**config.mk**
```make
export PLATFORM = sky130hd
export DESIGN_NAME = bcd_digit_collector_flat
export DESIGN_NICKNAME = d
export VERILOG_FILES = /design/src/rtl/bcd_digit_collector_if.sv /design/src/rtl/bcd_digit_collector.sv /design/src/flat_wrapper.sv
export SDC_FILE = /design/constraint.sdc
export NUM_CORES = 1
export LEC_CHECK = 0
export ABC_AREA = 0
export CORE_MARGIN = 2
export CORE_UTILIZATION = 26
export DETAILED_ROUTE_END_ITERATION = 16
export GPL_ROUTABILITY_DRIVEN = 0
export GPL_TIMING_DRIVEN = 1
export SLEW_MARGIN = 5
export SYNTH_ARGS = -nofsm -noshare
export SYNTH_HDL_FRONTEND = slang
export SYNTH_SLANG_ARGS = --single-unit
```
**constraint.sdc**
```tcl
create_clock -name clk_i -period 1.6 [get_ports clk_i]
set_input_delay 0.32 -clock clk_i [delete_from_list [all_inputs] [get_ports clk_i]]
set_output_delay 0.32 -clock clk_i [all_outputs]
set_load 0.1 [all_outputs]
```
**src/rtl/bcd_digit_collector_if.sv**
```systemverilog
// Handshake bundle between a digit source / number consumer and the BCD digit collector.
interface bcd_digit_collector_if #(
  parameter int DIGITS = 4
) ();
  localparam int CNT_W = $clog2(DIGITS + 1);

  logic                  clear;
  logic [3:0]            digit_in;
  logic                  digit_valid;
  logic                  digit_ready;
  logic [4*DIGITS-1:0]   number;
  logic                  number_valid;
  logic                  number_ack;
  logic                  digit_error;
  logic [CNT_W-1:0]      count;

  modport master (
    output clear, digit_in, digit_valid, number_ack,
    input  digit_ready, number, number_valid, digit_error, count
  );

  modport slave (
    input  clear, digit_in, digit_valid, number_ack,
    output digit_ready, number, number_valid, digit_error, count
  );
endinterface

```
**src/rtl/bcd_digit_collector.sv**
```systemverilog
// Collects DIGITS BCD digits MSD-first and presents the assembled number with a
// valid/ack handshake; non-BCD codes are consumed, dropped and flagged.
module bcd_digit_collector #(
  parameter int DIGITS = 4
) (
  input  logic                 clk_i,
  input  logic                 rst_i,
  bcd_digit_collector_if.slave bus
);
  localparam int CNT_W = $clog2(DIGITS + 1);
  localparam int NUM_W = 4 * DIGITS;

  typedef enum logic [0:0] {
    ST_COLLECT = 1'b0,
    ST_FULL    = 1'b1
  } state_e;

  state_e             state_q,  state_d;
  logic [NUM_W-1:0]   number_q, number_d;
  logic [CNT_W-1:0]   count_q,  count_d;
  logic               valid_q,  valid_d;
  logic               error_q,  error_d;

  function automatic logic is_bcd(input logic [3:0] digit);
    return (digit <= 4'd9);
  endfunction

  // Next-state and output decode; clear outranks any digit or ack activity.
  always_comb begin
    state_d  = state_q;
    number_d = number_q;
    count_d  = count_q;
    valid_d  = valid_q;
    error_d  = error_q;
    if (bus.clear) begin
      state_d  = ST_COLLECT;
      number_d = {NUM_W{1'b0}};
      count_d  = {CNT_W{1'b0}};
      valid_d  = 1'b0;
      error_d  = 1'b0;
    end else begin
      case (state_q)
        ST_COLLECT: begin
          if (bus.digit_valid) begin
            if (is_bcd(bus.digit_in)) begin
              number_d = {number_q[NUM_W-5:0], bus.digit_in};
              count_d  = count_q + CNT_W'(1);
              if (count_q == CNT_W'(DIGITS - 1)) begin
                state_d = ST_FULL;
                valid_d = 1'b1;
              end else begin
                state_d = ST_COLLECT;
              end
            end else begin
              error_d = 1'b1;
            end
          end else begin
            state_d = ST_COLLECT;
          end
        end
        ST_FULL: begin
          if (bus.number_ack) begin
            state_d  = ST_COLLECT;
            number_d = {NUM_W{1'b0}};
            count_d  = {CNT_W{1'b0}};
            valid_d  = 1'b0;
          end else begin
            state_d = ST_FULL;
          end
        end
        default: begin
          state_d  = ST_COLLECT;
          number_d = {NUM_W{1'b0}};
          count_d  = {CNT_W{1'b0}};
          valid_d  = 1'b0;
        end
      endcase
    end
  end

  // State and output registers with synchronous reset.
  always_ff @(posedge clk_i) begin
    if (rst_i) begin
      state_q  <= ST_COLLECT;
      number_q <= {NUM_W{1'b0}};
      count_q  <= {CNT_W{1'b0}};
      valid_q  <= 1'b0;
      error_q  <= 1'b0;
    end else begin
      state_q  <= state_d;
      number_q <= number_d;
      count_q  <= count_d;
      valid_q  <= valid_d;
      error_q  <= error_d;
    end
  end

  // Ready comes from the state register only, never from digit_valid.
  assign bus.digit_ready  = (state_q == ST_COLLECT);
  assign bus.number       = number_q;
  assign bus.count        = count_q;
  assign bus.number_valid = valid_q;
  assign bus.digit_error  = error_q;
endmodule

```
**src/flat_wrapper.sv**
```systemverilog
// flat-port wrapper written by rule: the top's interface ports become plain ports
module bcd_digit_collector_flat 
#(
  parameter int DIGITS = 4
)
  (clk_i, rst_i, bus_clear, bus_digit_in, bus_digit_valid, bus_number_ack, bus_digit_ready, bus_number, bus_number_valid, bus_digit_error, bus_count);
  bcd_digit_collector_if #(.DIGITS(DIGITS)) bus_i ();
  input  logic clk_i;
  input  logic rst_i;
  input wire logic [$bits(bus_i.clear)-1:0] bus_clear;
  input wire logic [$bits(bus_i.digit_in)-1:0] bus_digit_in;
  input wire logic [$bits(bus_i.digit_valid)-1:0] bus_digit_valid;
  input wire logic [$bits(bus_i.number_ack)-1:0] bus_number_ack;
  output wire logic [$bits(bus_i.digit_ready)-1:0] bus_digit_ready;
  output wire logic [$bits(bus_i.number)-1:0] bus_number;
  output wire logic [$bits(bus_i.number_valid)-1:0] bus_number_valid;
  output wire logic [$bits(bus_i.digit_error)-1:0] bus_digit_error;
  output wire logic [$bits(bus_i.count)-1:0] bus_count;
  assign bus_i.clear = bus_clear;
  assign bus_i.digit_in = bus_digit_in;
  assign bus_i.digit_valid = bus_digit_valid;
  assign bus_i.number_ack = bus_number_ack;
  assign bus_digit_ready = bus_i.digit_ready;
  assign bus_number = bus_i.number;
  assign bus_number_valid = bus_i.number_valid;
  assign bus_digit_error = bus_i.digit_error;
  assign bus_count = bus_i.count;
  bcd_digit_collector #(.DIGITS(DIGITS)) u_core (.clk_i(clk_i), .rst_i(rst_i), .bus(bus_i));
endmodule
```
==> metrics.yaml <==
outcome:
  status: "completed"
global_route:
  grt_pass1_vias: 894
  grt_max_degree: 20
  grt_overflow: 0
  grt_pass1_wl_um: 3967
  grtUsageTotal_pct: 11.84
  antenna_found_initial: 0
yosys:
  syn_area_per_cell_um2: 9.006
  synth_top_cells_by_count: "dfxtp_1, nand2_1, o211ai_1"
  yosys_warnings: 0
  synthCells: 106
  synthArstFlopShare_pct: 0
  yosysSeqAreaShare_pct: 46.13
  syn_area_um2: 954.7
  synth_top_area_share_pct: 46.13
  ys_ff_latch: 22
  synth_mux_area_share_pct: 0
  ys_top_cells_by_area: "dfxtp_1, o211ai_1, nand2_1"
  synth_xor_area_share_pct: 0
  synth-compound-area-share_pct: 30.80
  yosys.area_share.simple_pct: 13.50
  synth_edf_count: 0
  syn_nets: 117
  yosysMostFrequentCell: "dfxtp_1"
  ys.flop_type: "dfxtp_1"
  synth_fa_ha_area_share_pct: 2.621
  synth_top_family_by_area: "compound AO/OA/AOI/OAI gates"
  ys_types: 21
  synth_area_leader_cell: "dfxtp_1"
sta:
  timing_hold_violations_final: 0
  fmax_ghz: 0.6698
  period_needed_ns: 1.493
  maxSlewHeadroom_pct: 57.86
  fin_crit_sh_pct: 93.32
  setup_viol: 0
  finalClockSkew_ns: 0.004675
  rsz0062_at_grt: "no"
  worst-slew-pin-transition_ns: 0.6320
  drv_slew: 0
power_and_ir_drop:
  power_density_mw_per_mm2: 754.9
  p_leak_nw: 0.5816
  vdd_drop_max_v: 0.0003286
detailed_routing:
  vias_per_cell: 4.817
  first_pass_iters: 4
  antenna_left: 0
  route.detailed.drc: 0
  wl_per_cell_um: 12.19
  routed_wl_um: 2329
  num_vias: 920
  first_iter_violations: 43
floorplan:
  core-area_mm2: 0.003606
  die_h_um: 64.60
  die-area_mm2: 0.004173
  die_w_um: 64.60
  rows: 22
  start_util_pct: 26.47
  ioPinCount: 31
setup_path:
  start_kind: "input pin"
  r2r-end: "u_core.bus.count[1]$_SDFFE_PP0P_"
  cp_data_arrival_time_ns: 1.68
  reg2reg_from: "u_core.state_q$_SDFF_PP0_"
  worst_ep_required_time_ns: 1.78
  r2r_slack_ns: 0.42
  end_kind: "flip-flop"
  worstPathMaxFanout: 19
  setup.worst_path.class: "in -> reg"
  ff2ff_path_depth: 4
placed_design:
  io_buffer_count: 30
  hpwl_um: 1779
  placed_area_mm2: 0.001592
  dp.cells: 187
clocking:
  h-tree-depth: 1
  cts_buffers: 3
  insertion_delay_ns: 0.26
  cts_root_buffer: "clkbuf_8"
  clk_pin_slew_ns: 0.08
  cts_tree: "built"
  clockBufferDepth: 2
  clock-sinks: 22
  cts_setup_buffers: 0
  cts_hold_buf: 0
  cts_resized: 0
job:
  maxCapViolCount: 0
hold_path:
  whs_endpoint: "u_core.bus.number[8]$_SDFFE_PP0P_"
  hold_class: "reg -> reg"
  hold-path-cell-count: 2
  hold_path_startpoint: "u_core.bus.number[4]$_SDFFE_PP0P_"
finish:
  fin_area_mm2: 0.001663
  finalNonFillerCells: 191
  area_delta_synth_final_pct: 74.18
  num_antenna_cells: 0
  fin_util_pct: 46.11
  filler_cell_count: 344
  fin_nets: 155
  drive_gt1_share_pct: 30.77
[power by group]
part | switching, mW | internal (mW)
Clock | 0.179 | 0.334
Combinational | 0.107 | 0.0744
Sequential | 0.00779 | 0.553
Total | 0.294 | 0.961
[worst max-delay path, cell delays in order]
cell	delay [ns]
clkdlybuf4s50_1	0.51
o21a_1	0.55
o211ai_1	0.18
o21ai_0	0.11
[sequential cells by signal (all words and copies together) (netlist names)]
register                 flops
u_core.bus.digit_error       1
u_core.bus.count             3
u_core.bus.number_valid      1
u_core.bus.number           16
u_core.state_q               1
[per-stage QoR]
| step | hold WS (ns) | setup TNS, ns | setup WS, ns | power, mW |
|---|---|---|---|---|
| CTS | 0.5101 | 0 | 0.1288 | 1.261 |
| detailed placement | 0.4985 | -2.351 | -0.1458 | 0.7551 |
| global route | 0.5266 | 0 | 0.009608 | 1.302 |
| floorplan | 0.3968 | 0 | 0.1803 | 0.6649 |
| global placement | 0.4910 | -2.352 | -0.1378 | 0.7532 |
| finish | 0.5061 | 0 | 0.1070 | 1.255 |
[kinds of logic (layout without fill, tap and decap cells)]
family                   after synthesis  count (layout)
AO/OA/AOI/OAI                         44              44
AND/OR/NAND/NOR                       27              27
flip-flops                            22              22
buffers and inverters                 11              48
adder cells (fa/ha/maj)                2               2
[worst max-delay path by stage]
stage / startpoint / end / slack (ns) / depth (start not counted)
3_5_place_dp: bus_digit_in[3] / u_core.bus.count[1]$_SDFFE_PP0P_ / -0.15 / 4
4_1_cts: bus_digit_in[3] / u_core.bus.count[1]$_SDFFE_PP0P_ / 0.13 / 4
2_1_floorplan: u_core.bus.count[1]$_SDFFE_PP0P_ / u_core.bus.count[2]$_SDFFE_PP0P_ / 0.18 / 4
3_3_place_gp: bus_digit_in[3] / u_core.bus.count[0]$_SDFFE_PP0P_ / -0.14 / 4
6_report: bus_digit_in[3] / u_core.bus.count[1]$_SDFFE_PP0P_ / 0.11 / 4
5_1_grt: bus_digit_in[2] / u_core.bus.digit_error$_SDFFE_PP0P_ / 0.01 / 4
[layout by cell type (no fill, tap or decap), drive strengths merged]
cell | synthesis | layout
a211oi | 1 | 1
clkdlybuf4s50 | 0 | 8
clkbuf | 0 | 3
o21ai | 20 | 20
inv | 3 | 3
dfxtp | 22 | 22
nor3 | 4 | 4
nand2 | 18 | 18
ha | 2 | 2
nand3 | 1 | 1
nand2b | 2 | 2
bufinv | 0 | 1
o21a | 1 | 1
a32oi | 2 | 2
nor2 | 1 | 1
nor2b | 1 | 1
o211ai | 18 | 18
buf | 8 | 33
a21oi | 2 | 2
[metal layers]
metal | vias up | track usage [%] | wire length, um
met3 | 4 | 2.431 | 128
li1 | 457 | - | -
met4 | 0 | 4.787 | 31
met2 | 25 | 20.05 | 1117
met5 | - | 0 | 0
met1 | 434 | 14.65 | 1053
[cell type report]
cell class	count	area [um^2]	share of cell area, %
inverters	3	11.26	0.6772
clock buffers	3	41.29	2.483
multi-input cells	73	447.9	26.94
repair buffers	41	628.1	37.77
clock inverters	1	30.03	1.806
well taps	48	60.06	3.612
flip-flops and latches	22	444.2	26.71
(Power assumes the default switching activity.)
